File: src/rtl/ddr3_app_arbiter.sv
`default_nettype none
// +--------------------------------------------------------------------------+
// | Module   : ddr3_app_arbiter                                              |
// | Purpose  : Arbitrates one write requester and one read requester onto a  |
// |            DDR3 MIG-style app interface. Each write word becomes two     |
// |            data beats (WR1 low half, WR2 high half with wdf_end). Each   |
// |            read word is returned as two beats, which are reassembled.    |
// |            Reads are bounded by an outstanding-command counter.          |
// | Ports    : clk, reset (async, active-high)                               |
// |            wr_req/wr_addr/wr_data -> wr_ack                              |
// |            rd_req/rd_addr -> rd_ack ; rd_data/rd_valid                   |
// |            init_calib_complete                                           |
// |            app_addr/app_cmd/app_en/app_wdf_data/app_wdf_wren/app_wdf_end |
// |            app_rdy/app_wdf_rdy/app_rd_data/app_rd_data_valid/_end        |
// | Options  : DDR_ARB_STATS_EN adds stat_wr_count, stat_rd_count and       |
// |            stat_stall_count (saturating 32-bit counters).                |
// | Revision : 1.0 - initial release                                         |
// +--------------------------------------------------------------------------+
module ddr3_app_arbiter #(
  parameter int pDATA_WIDTH = 32,
  parameter int pADDR_WIDTH = 30,
  parameter int pMAX_RD     = 8
) (
  input  logic                     clk,
  input  logic                     reset,
  input  logic                     wr_req,
  input  logic [pADDR_WIDTH-1:0]   wr_addr,
  input  logic [2*pDATA_WIDTH-1:0] wr_data,
  output logic                     wr_ack,
  input  logic                     rd_req,
  input  logic [pADDR_WIDTH-1:0]   rd_addr,
  output logic                     rd_ack,
  output logic [2*pDATA_WIDTH-1:0] rd_data,
  output logic                     rd_valid,
  input  logic                     init_calib_complete,
  output logic [pADDR_WIDTH-1:0]   app_addr,
  output logic [2:0]               app_cmd,
  output logic                     app_en,
  output logic [pDATA_WIDTH-1:0]   app_wdf_data,
  output logic                     app_wdf_wren,
  output logic                     app_wdf_end,
  input  logic                     app_rdy,
  input  logic                     app_wdf_rdy,
  input  logic [pDATA_WIDTH-1:0]   app_rd_data,
  input  logic                     app_rd_data_valid,
  input  logic                     app_rd_data_end
`ifdef DDR_ARB_STATS_EN
 ,output logic [31:0]              stat_wr_count,
  output logic [31:0]              stat_rd_count,
  output logic [31:0]              stat_stall_count
`endif
);

  localparam logic [2:0] cCMD_WR  = 3'b000;
  localparam logic [2:0] cCMD_RD  = 3'b001;
  localparam logic [3:0] cMAX_RD  = 4'(pMAX_RD);

  typedef enum logic [1:0] {
    IDLE = 2'd0,
    WR1  = 2'd1,
    WR2  = 2'd2,
    RD   = 2'd3
  } state_t;

  state_t                   state_q;
  logic                     prio_rd_q;      // 1: read wins the next tie
  logic [pADDR_WIDTH-1:0]   app_addr_q;
  logic [2:0]               app_cmd_q;
  logic                     app_en_q;
  logic [pDATA_WIDTH-1:0]   app_wdf_data_q;
  logic                     app_wdf_wren_q;
  logic                     app_wdf_end_q;
  logic [pDATA_WIDTH-1:0]   wr_hi_q;        // upper half held for WR2

  logic [3:0]               outstanding_q;
  logic [3:0]               outstanding_d;
  logic [pDATA_WIDTH-1:0]   rd_lo_q;
  logic [2*pDATA_WIDTH-1:0] rd_data_q;
  logic                     rd_valid_q;

  logic rd_ok;
  logic grant_wr;
  logic grant_rd;
  logic wr_accept;
  logic last_beat;
  logic cnt_inc;
  logic cnt_dec;

  // Grant decision in IDLE: a tie goes to the side not served last, but a
  // read that would exceed the outstanding limit yields to a pending write.
  assign rd_ok    = rd_req && (outstanding_q < cMAX_RD);
  assign grant_wr = init_calib_complete && wr_req && (!prio_rd_q || !rd_ok);
  assign grant_rd = init_calib_complete && rd_ok && !grant_wr;

  assign wr_accept = app_rdy && app_wdf_rdy;
  // Acks are asserted in the acceptance cycle itself, so they are decoded
  // from the registered state and the live ready inputs.
  assign wr_ack    = (state_q == WR2) && wr_accept;
  assign rd_ack    = (state_q == RD) && app_rdy;

  always_ff @(posedge clk or posedge reset) begin
    if (reset) begin
      state_q        <= IDLE;
      prio_rd_q      <= 1'b0;
      app_addr_q     <= '0;
      app_cmd_q      <= 3'b000;
      app_en_q       <= 1'b0;
      app_wdf_data_q <= '0;
      app_wdf_wren_q <= 1'b0;
      app_wdf_end_q  <= 1'b0;
      wr_hi_q        <= '0;
    end else begin
      case (state_q)
        IDLE: begin
          app_en_q       <= 1'b0;
          app_wdf_wren_q <= 1'b0;
          app_wdf_end_q  <= 1'b0;
          if (grant_wr) begin
            state_q        <= WR1;
            prio_rd_q      <= 1'b1;
            app_en_q       <= 1'b1;
            app_cmd_q      <= cCMD_WR;
            app_addr_q     <= wr_addr;
            app_wdf_wren_q <= 1'b1;
            app_wdf_data_q <= wr_data[pDATA_WIDTH-1:0];
            wr_hi_q        <= wr_data[2*pDATA_WIDTH-1:pDATA_WIDTH];
          end else if (grant_rd) begin
            state_q    <= RD;
            prio_rd_q  <= 1'b0;
            app_en_q   <= 1'b1;
            app_cmd_q  <= cCMD_RD;
            app_addr_q <= rd_addr;
          end
        end
        WR1: begin
          if (wr_accept) begin
            state_q        <= WR2;
            app_wdf_end_q  <= 1'b1;
            app_wdf_data_q <= wr_hi_q;
          end
        end
        WR2: begin
          if (wr_accept) begin
            state_q        <= IDLE;
            app_en_q       <= 1'b0;
            app_wdf_wren_q <= 1'b0;
            app_wdf_end_q  <= 1'b0;
          end
        end
        RD: begin
          if (app_rdy) begin
            state_q  <= IDLE;
            app_en_q <= 1'b0;
          end
        end
        default: state_q <= IDLE;
      endcase
    end
  end

  // Read return path: independent of the command FSM.
  assign last_beat = app_rd_data_valid && app_rd_data_end;
  assign cnt_inc   = rd_ack && (outstanding_q != 4'hF);
  assign cnt_dec   = last_beat && (outstanding_q != 4'h0);

  always_comb begin
    outstanding_d = outstanding_q;
    if (cnt_inc && !cnt_dec) begin
      outstanding_d = outstanding_q + 4'd1;
    end else if (cnt_dec && !cnt_inc) begin
      outstanding_d = outstanding_q - 4'd1;
    end
  end

  always_ff @(posedge clk or posedge reset) begin
    if (reset) begin
      outstanding_q <= 4'h0;
      rd_lo_q       <= '0;
      rd_data_q     <= '0;
      rd_valid_q    <= 1'b0;
    end else begin
      outstanding_q <= outstanding_d;
      rd_valid_q    <= 1'b0;
      if (app_rd_data_valid) begin
        if (app_rd_data_end) begin
          rd_data_q  <= {app_rd_data, rd_lo_q};
          rd_valid_q <= 1'b1;
        end else begin
          rd_lo_q <= app_rd_data;
        end
      end
    end
  end

  assign app_addr     = app_addr_q;
  assign app_cmd      = app_cmd_q;
  assign app_en       = app_en_q;
  assign app_wdf_data = app_wdf_data_q;
  assign app_wdf_wren = app_wdf_wren_q;
  assign app_wdf_end  = app_wdf_end_q;
  assign rd_data      = rd_data_q;
  assign rd_valid     = rd_valid_q;

`ifdef DDR_ARB_STATS_EN
  logic [31:0] stat_wr_q;
  logic [31:0] stat_rd_q;
  logic [31:0] stat_stall_q;

  always_ff @(posedge clk or posedge reset) begin
    if (reset) begin
      stat_wr_q    <= '0;
      stat_rd_q    <= '0;
      stat_stall_q <= '0;
    end else begin
      if (wr_ack && (stat_wr_q != '1)) stat_wr_q <= stat_wr_q + 32'd1;
      if (rd_ack && (stat_rd_q != '1)) stat_rd_q <= stat_rd_q + 32'd1;
      if (app_en_q && !app_rdy && (stat_stall_q != '1)) begin
        stat_stall_q <= stat_stall_q + 32'd1;
      end
    end
  end

  assign stat_wr_count    = stat_wr_q;
  assign stat_rd_count    = stat_rd_q;
  assign stat_stall_count = stat_stall_q;
`endif

endmodule
`default_nettype wire

File: config.mk
export PLATFORM = sky130hd
export DESIGN_NAME = ddr3_app_arbiter
export DESIGN_NICKNAME = d
export VERILOG_FILES = /design/src/rtl/ddr3_app_arbiter.sv
export SDC_FILE = /design/constraint.sdc
export NUM_CORES = 1
export LEC_CHECK = 0
export ABC_AREA = 1
export BUFFER_PORTS_ARGS = -buffer_cell sky130_fd_sc_hd__buf_4
export CAP_MARGIN = 15
export CORE_MARGIN = 1.5
export CORE_UTILIZATION = 44
export CTS_CLUSTER_DIAMETER = 60
export DETAILED_ROUTE_END_ITERATION = 8
export PLACE_DENSITY = 0.77
export SLEW_MARGIN = 20
export SYNTH_ARGS = -nofsm -noshare
export SYNTH_HDL_FRONTEND = slang
export SYNTH_SLANG_ARGS = --single-unit
File: constraint.sdc
create_clock -name clk -period 8.8 [get_ports clk]
set_input_delay 1.32 -clock clk [delete_from_list [all_inputs] [get_ports clk]]
set_output_delay 1.32 -clock clk [all_outputs]
set_load 0.005 [all_outputs]
# [After elaboration in Yosys (flattened, before gate mapping)]
# Index checks and enable logic that the tools add are counted.
[classes] n_addsub=2 order_cmp=1 eq_ne=9 mux=28 bitwise_logic=1 reduce_logical=36
[op_table] cell="32-bit two-way mux" count=2
[op_table] cell="32-bit one-hot mux with 2 select lines" count=1
[op_table] cell="30-bit two-way mux" count=2
[op_table] cell="1-bit logical AND" count=13
[op_table] cell="1-bit two-way mux" count=10
[op_table] cell="2-bit two-way mux" count=5
[op_table] cell="2-bit AND reduction" count=5
[op_table] cell="3-bit AND reduction" count=3
[op_table] cell="4-bit two-way mux" count=2
[op_table] cell="2-bit inequality test (second input constant)" count=4
[op_table] cell="2-bit one-hot mux with 4 select lines" count=1
[op_table] cell="2-bit nonzero test" count=4
[op_table] cell="3-bit two-way mux" count=2
[op_table] cell="1-bit one-hot mux with 3 select lines" count=2
[op_table] cell="3-bit nonzero test" count=2
[op_table] cell="1-bit logical NOT" count=5
[op_table] cell="4-bit by 1-bit adder with 4-bit output (second input constant)" count=1
[op_table] cell="2-bit == test (second input constant)" count=2
[op_table] cell="4-bit less-than comparator (second input constant)" count=1
[op_table] cell="4-bit inequality test (second input constant)" count=1
[op_table] cell="4-bit AND reduction" count=1
[op_table] cell="4-bit nonzero test" count=1
[op_table] cell="4-bit by 1-bit subtractor with 4-bit output (second input constant)" count=1
[op_table] cell="3-bit inequality test (second input constant)" count=1
[op_table] cell="5 further kinds" count=5
[word_totals] register_bits=204 inputBits=165 output_inout_bits=135 wordCells=90

# [Logic depth before layout (Yosys ltp)]
# Gate-level depths: netlist of run 1.
[logic_depth] word_depth=10 ltp_mapped=14 ltp_nobuf=14

# [Worst setup path before layout of run 1]
# Ideal clock, no wire load.
[synth_timing] kind="in2reg" start="in app_rd_data_valid" end="reg outstanding_q[3]" setup_time_ns=0.116 arrival_time_ns=2.917 path_slack_ns=5.767 cell_stages=14 n_path_buf=1 cell_sequence="nand2_1 -> clkinv_1 -> clkbuf_1 -> o31ai_1 -> ha_1 -> inv_1 -> ha_1 -> nand2_1 -> nor2_1 -> nor2_1 -> nand2_1 -> nand2_1 -> nand2_1 -> nand2_1"
[synth_between] elab_chain_len=5
[synth_rtl] item="start: declaration" line_no="45" source="input logic app_rd_data_valid,"
[synth_rtl] item="1-bit logical AND (*)" line_no="162" source="assign last_beat = app_rd_data_valid && app_rd_data_end;"
[synth_rtl] item="via last_beat" line_no="85" source="logic last_beat;"
[synth_rtl] item="1-bit logical AND (*)" line_no="164" source="assign cnt_dec = last_beat && (outstanding_q != 4'h0);"
[synth_rtl] item="1-bit logical NOT" line_no="168" source="if (cnt_inc && !cnt_dec) begin"
[synth_rtl] item="1-bit logical AND" line_no="168"
[synth_rtl] item="4-bit two-way mux or 2-bit nonzero test (tied branches)"
[synth_rtl] item="end signal: assignment" line_no="182" source="outstanding_q <= outstanding_d;"
[synth_rtl] item="end: declaration" line_no="75" source="logic [3:0] outstanding_q;"
# Mark *: on every way through the listed nets, which the timed path passes. The rest lies on a longest branch.
# A chain may end at the register's enable or synchronous reset.

# [Worst setup path after layout of run 1]
[layout_timing] start="in app_rd_data_valid" end="reg outstanding_q[3]"
[layout_between] elab_chain_len=5
[layout_rtl] item="1-bit logical AND (*)" line_no="162"
[layout_rtl] item="1-bit logical AND (*)" line_no="164"
[layout_rtl] item="1-bit logical NOT" line_no="168"
[layout_rtl] item="1-bit logical AND" line_no="168"
[layout_rtl] item="4-bit two-way mux or 2-bit nonzero test (tied branches)"
# Every way passes the cells marked *; elsewhere a longest branch is shown, timed or not.

==> results of run 1 <==
state kept, by name, summed over array words and instances (netlist names), 2 cells and up:
name	flops
rd_data	64
app_wdf_data	32
rd_lo_q	32
wr_hi_q	32
app_addr	30
outstanding_q	4
state_q	2
through the flow:
step | hold slack, ps | instance area, µm² | setup slack (ps) | instances | util [%]
6_report | 462 | 11800 | 4490 | 1605 | 60.7
5_1_grt | 488 | 11800 | 4060 | 1605 | 60.7
4_1_cts | 464 | 11800 | 4460 | 1605 | 60.7
3_5_place_dp | 452 | 11100 | 3960 | 1564 | 56.8
3_3_place_gp | 446 | 11100 | 4020 | 1564 | 56.8
2_1_floorplan | 442 | 8730 | 1970 | 1052 | -
layout make-up:
type                       instances  area [µm²]  area share [%]
inverter                         117         447            3.78
timing repair buffer             304        2290            19.4
clock inverter                     7        66.3           0.562
clock buffer                      34         677            5.73
tap                              265         332            2.81
sequential                       202        5050            42.8
multi-input combinational        676        2950            25.0
cell usage in the layout, fill, tap and decap left out, types with 2 or more instances in the layout:
master / n
nand3_1: 69
ha_1: 3
nor2_2: 2
nor2_1: 35
dfrtp_1: 202
nand2_2: 3
conb_1: 2
o21ai_0: 70
o21ai_1: 32
nand3_4: 2
clkbuf_8: 6
clkbuf_1: 5
a21oi_1: 23
inv_1: 109
nand2_1: 417
a21oi_2: 11
buf_4: 303
clkbuf_16: 23
clkinv_2: 4
xnor2_1: 3
inv_2: 6
worst paths after layout:
| check | startpoint | to | slack (ps) | cells past startpoint |
|---|---|---|---|---|
| setup / recovery | app_rd_data_valid | outstanding_q[3] | 4490 | 15 |
| hold / removal | rd_lo_q[7] | rd_data[7] | 460 | 2 |
| setup reg to reg | state_q[1] | outstanding_q[3] | 6590 | 14 |
| hold reg to reg | rd_lo_q[7] | rd_data[7] | 460 | 2 |
| max in group asynchronous | reset | rd_data[28] | 6530 | 3 |
| min in group asynchronous | reset | wr_hi_q[3] | 950 | 2 |
synthesized netlist by cell type, drive strengths merged:
cell type,count
fa,1
nor2,37
o21ai,102
clkbuf,20
nand2,420
o31ai,1
dfrtp,202
a21oi,34
clkinv,1
xnor2,3
inv,116
buf,37
nand3,71
xor2,1
ha,3
conb,1
a41oi,1
cells by family (layout without fill, tap and decap cells):
kind of cell	after synthesis	count (layout)	share of synthesized area, %
fa+ha+maj	4	4	0.660
simple gates	528	528	24.1
xor+xnor	4	4	0.402
compound gates	138	138	8.46
buf+inv	174	462	8.39
flops	202	202	57.9
other cells	1	2	0.0430
power by group:
part / total, µW / switching, µW / internal, µW
Combinational: 1010 / 527 / 479
Clock: 923 / 362 / 560
Sequential: 1370 / 153 / 1210
Total: 3290 / 1040 / 2250
critical path: stages:
cell	delay, ps
buf_4	110
nand2_2	50
buf_4	640
clkinv_1	1100
o31ai_1	310
ha_1	260
inv_1	100
ha_1	340
nand2_1	110
nand2_1	60
nor2_1	100
nand2_1	50
nand2_1	50
nand2_1	40
nand2_1	40
layer usage:
metal	routed length, µm	share of wire [%]	vias to the layer above	global-route usage (%)
met1	8960	41	3494	25.5
li1	-	-	3782	-
met3	1110	5.0	52	3.27
met2	11100	50	207	37.0
met4	869	3.9	0	8.49
met5	0	0	-	0
==> summary.txt, run 1 <==
Timing
  • Crit share post-route: 49.0%
  • Final clock skew: ~14 ps
  • Slew Limit Fails: 0
  • Headroom to the max-slew limit: 28.2%
  • Final Setup Violations: 0
  • Minimum clock period: between 4000 and 5000 ps
  • RSZ-0062 raised after global routing: no
  • Slew @ Worst Pin: about 1100 ps
  • Final hold violation count: 0
  • Setup_tns: 0 ps
  • Fmax: 232 MHz

Worst setup path
  • CP Class: input pin to flip-flop
  • Crit. End Element: flip-flop
  • Critical path arrival: 4740 ps
  • Worst EP required: roughly 9000 ps
  • Crit Path Max Fanout: 97
  • Startpoint types: input pin

Placement
  • RePlAce Congestion: just under 0.8
  • Port-buffer cells: ~300
  • Post-DP HPWL: 15.0 mm

Pwr
  • Pwr Density: 279 mW/mm²
  • Total Power: 3290 µW
  • Lkg Pwr: between 0.006 and 0.007 µW
  • VDD IR max: 189 µV

Clocking
  • Clk_lat worst skew: about 500 ps
  • CTS Buf Count: 23
  • H-tree depth: 1
  • Post-cts sizing count: 0
  • TritonCTS clock tree: yes
  • Hold_buf cts: 0
  • Setup Buffers After CTS: 0
  • Clock tree buffer depth: 3
  • Clock sink count: roughly 200
  • Clock transition at path regs: approximately 60 ps
  • Root buffer cell: clkbuf_16

Global route
  • First-pass GRT wire length: between 30 and 40 mm
  • All-layer global routing usage: roughly a fifth
  • Gr ovfl total: 0
  • Initial antenna violation count: 0
  • Vias in the first global route: 7165
  • Largest net degree at the start of global routing: 116

Detailed routing
  • Final wirelength: 22.1 mm
  • Post-route ant nets: 0
  • DRC Markers: 0
  • 1st-iter DRT viols: 400
  • Vias per inst: about 4.7
  • Drt wl/cell: roughly 14 µm
  • Vias post-DR: between 7000 and 8000
  • 1st-pass router iterations: 5

Synth
  • Register bit total from synthesis: approximately 200
  • Sequential element share of the synthesized area: just under 60%
  • Yosys cell types: 25
  • YS warnings: 0
  • Synth area leaders: dfrtp_1 58%, nand2_1 18%, inv_1 4.7%
  • Syn avg cell area: 8.30 µm²
  • Post-Syn Instances: 1051
  • Leading area contributor after synthesis: dfrtp_1
  • Mapped Area: approximately 0.0087 mm²
  • Top cell type's share of synthesized area: about 58%

Floorplanning
  • Starting density of the core: between 40% and 50%
  • Row cnt: 51
  • Die height: roughly 140 µm
  • IO Pins: 300
  • Chip Width: roughly 140 µm
  • Core area: slightly below 0.02 mm²
  • Die area: slightly above 0.02 mm²

Outcome
  • Status: finished, final reports clean

Finish
  • Share of layout cells above drive strength 1: a little over a quarter
  • Fin nets: between 1000 and 1500
  • Area Overhead vs Synth: 35.4%
  • Antenna cell count: 0
  • Fillers: between 1500 and 2000

Hold path
  • Hold crit path type: flip-flop to flip-flop

Flow run
  • Max_cap viols: 0
(Power assumes the default switching activity.)
==> run 2, diff against run 1 <==
- PLACE_DENSITY: 0.77 -> 0.79
- clock period: 8.8 -> 3.75 ns (I/O delays scaled with it)
==> run 2 against run 1 <==
- critical path depth decreased by 9
- clock skew shrank 5.2 ps
- first-iteration DRC count fell by 11%
- sequential power up 130%
- clock-buffer cell count is 3 lower
- setup slack lost 2900 ps
- combinational power increased by 130%
- register-to-register slack worse by 5000 ps
- worst hold slack got worse by 190 ps
- flip-flop and latch count unchanged
- largest power group unchanged
==> summary.txt, run 2 (synthesized netlist as in run 1, its figures left out) <==
Outcome
  • Status: finished, final reports clean

Worst setup path
  • Crit Path Max Fanout: 52
  • CP max-delay cell: buf_4
  • Critical path arrival: about 2600 ps
  • CP top delay family: simple AND/OR/NAND/NOR gates
  • Crit. End Element: flip-flop
  • Worst EP required: 4160 ps
  • Max stage delay on crit path: approximately 540 ps
  • CP Class: flip-flop to flip-flop
  • Crit-path cells: inv_2 > nand3_4 > nand3_4 > buf_4 > nor2_1 > a21oi_1
  • Startpoint types: flip-flop
  • Buf+Inv Stages, Crit Path: 2
  • Crit path top cell by count: nand3_4

Clocking
  • Setup Buffers After CTS: 0
  • CTS Buf Count: 22
  • TritonCTS clock tree: yes
  • Hold_buf cts: 0
  • Clock tree buffer depth: 3
  • Clock sink count: 202
  • H-tree depth: 1
  • Clk_lat worst skew: roughly 500 ps
  • Post-cts sizing count: 0
  • Clock transition at path regs: 60 ps
  • Root buffer cell: clkbuf_16

Pwr
  • Lkg Pwr: approximately 0.0067 µW
  • Pwr Density: between 600 and 700 mW/mm²
  • VDD IR max: ~370 µV

Detailed routing
  • Vias post-DR: 7661
  • Vias per inst: roughly 4.8
  • Drt wl/cell: 14.0 µm
  • Final wirelength: roughly 23 mm
  • DRC Markers: 0
  • 1st-iter DRT viols: 356
  • 1st-pass router iterations: 5
  • Post-route ant nets: 0

Floorplanning
  • IO Pins: 300
  • Starting density of the core: approximately 45%
  • Chip Width: between 100 and 150 µm
  • Die area: 0.0207 mm²
  • Die height: around 140 µm
  • Row cnt: 51
  • Core area: between 0.015 and 0.02 mm²

Placement
  • Pre-CTS WS: between 1000 and 1500 ps
  • Placement Cell Area: about 0.011 mm²
  • Post-DP HPWL: roughly 16 mm
  • RePlAce Congestion: 0.795
  • Port-buffer cells: between 200 and 300

Timing
  • Slew Limit Fails: 0
  • Crit share post-route: a little under three fifths
  • Final hold violation count: 0
  • Fmax: roughly 470 MHz
  • Final Setup Violations: 0
  • Setup slack after layout: about 1600 ps
  • Headroom to the max-slew limit: a little under a third
  • Minimum clock period: between 2000 and 2500 ps
  • Final clock skew: 9.12 ps
  • RSZ-0062 raised after global routing: no
  • Setup_tns: 0 ps
  • Slew @ Worst Pin: between 1000 and 1500 ps

Finish
  • Commonest non-fill, non-tap cell in the layout: nand2_1
  • Fin nets: around 1500
  • Most frequent cells in the layout: 417 x nand2_1, 306 x buf_4, 202 x dfrtp_1
  • Share of layout cells above drive strength 1: around 28%
  • Area Overhead vs Synth: 36.4%
  • Fin area: ~0.012 mm²
  • Antenna cell count: 0
  • Max reg flops: between 60 and 70

Global route
  • Vias in the first global route: slightly above 7000
  • Largest net degree at the start of global routing: 97
  • Initial antenna violation count: 0
  • First-pass GRT wire length: between 30 and 40 mm
  • All-layer global routing usage: a little over a fifth
  • Gr ovfl total: 0

Flow run
  • Max_cap viols: 0

Hold path
  • Hold crit path type: input pin to async pin
[run 2: area by class of cell]
class / instances / area [µm²]
clock buffers: 31 / 654
clock inverters: 9 / 134
fillers: 1673 / 7560
inverters: 117 / 443
multi-input cells: 676 / 2950
flip-flops and latches: 202 / 5050
well taps: 265 / 332
repair buffers: 308 / 2340
[run 2: through the flow]
stage	std cells	utilization, %	power (µW)	hold WS, ps
floorplan	1052	-	4480	442
global placement	1568	57.1	5530	448
detailed placement	1568	57.1	5620	452
CTS	1608	61.2	7930	289
global route	1608	61.2	8380	295
finish	1608	61.2	7850	274
[run 2: worst reg2reg max path, delay by kind of cell (launching register included)]
family | cells | cell delay, ps
AND/OR/NAND/NOR | 3 | 760
AO/OA/AOI/OAI | 1 | 150
buffers and inverters | 2 | 690
flip-flops | 1 | 460
[run 2: power breakdown]
group | switching [µW] | internal [µW] | leakage [µW] | total (µW)
Clock | 855 | 1420 | 0.000389 | 2280
Sequential | 361 | 2840 | 0.00247 | 3210
Combinational | 1240 | 1130 | 0.00386 | 2370
Total | 2450 | 5400 | 0.00671 | 7850
[run 2: final timing paths]
kind | cells after the start | slack (ps) | to | startpoint
max in group asynchronous | 3 | 2640 | rd_data[38] | reset
worst min register to register | 2 | 460 | rd_data[6] | rd_lo_q[6]
worst min-delay path | 2 | 270 | rd_lo_q[4] | reset
worst max register to register | 6 | 1600 | wr_hi_q[0] | outstanding_q[3]
worst max-delay path | 6 | 1600 | wr_hi_q[0] | outstanding_q[3]
min in group clk | 3 | 310 | wr_hi_q[12] | wr_data[44]
[run 2: routing by layer]
| layer | global-route usage, % | up-vias | share of wire [%] | wire length (µm) |
|---|---|---|---|---|
| met3 | 3.73 | 43 | 6.1 | 1380 |
| li1 | - | 3795 | - | - |
| met5 | 0 | - | 0 | 0 |
| met2 | 36.7 | 255 | 50 | 11300 |
| met1 | 26.7 | 3568 | 41 | 9160 |
| met4 | 7.89 | 0 | 3.1 | 691 |
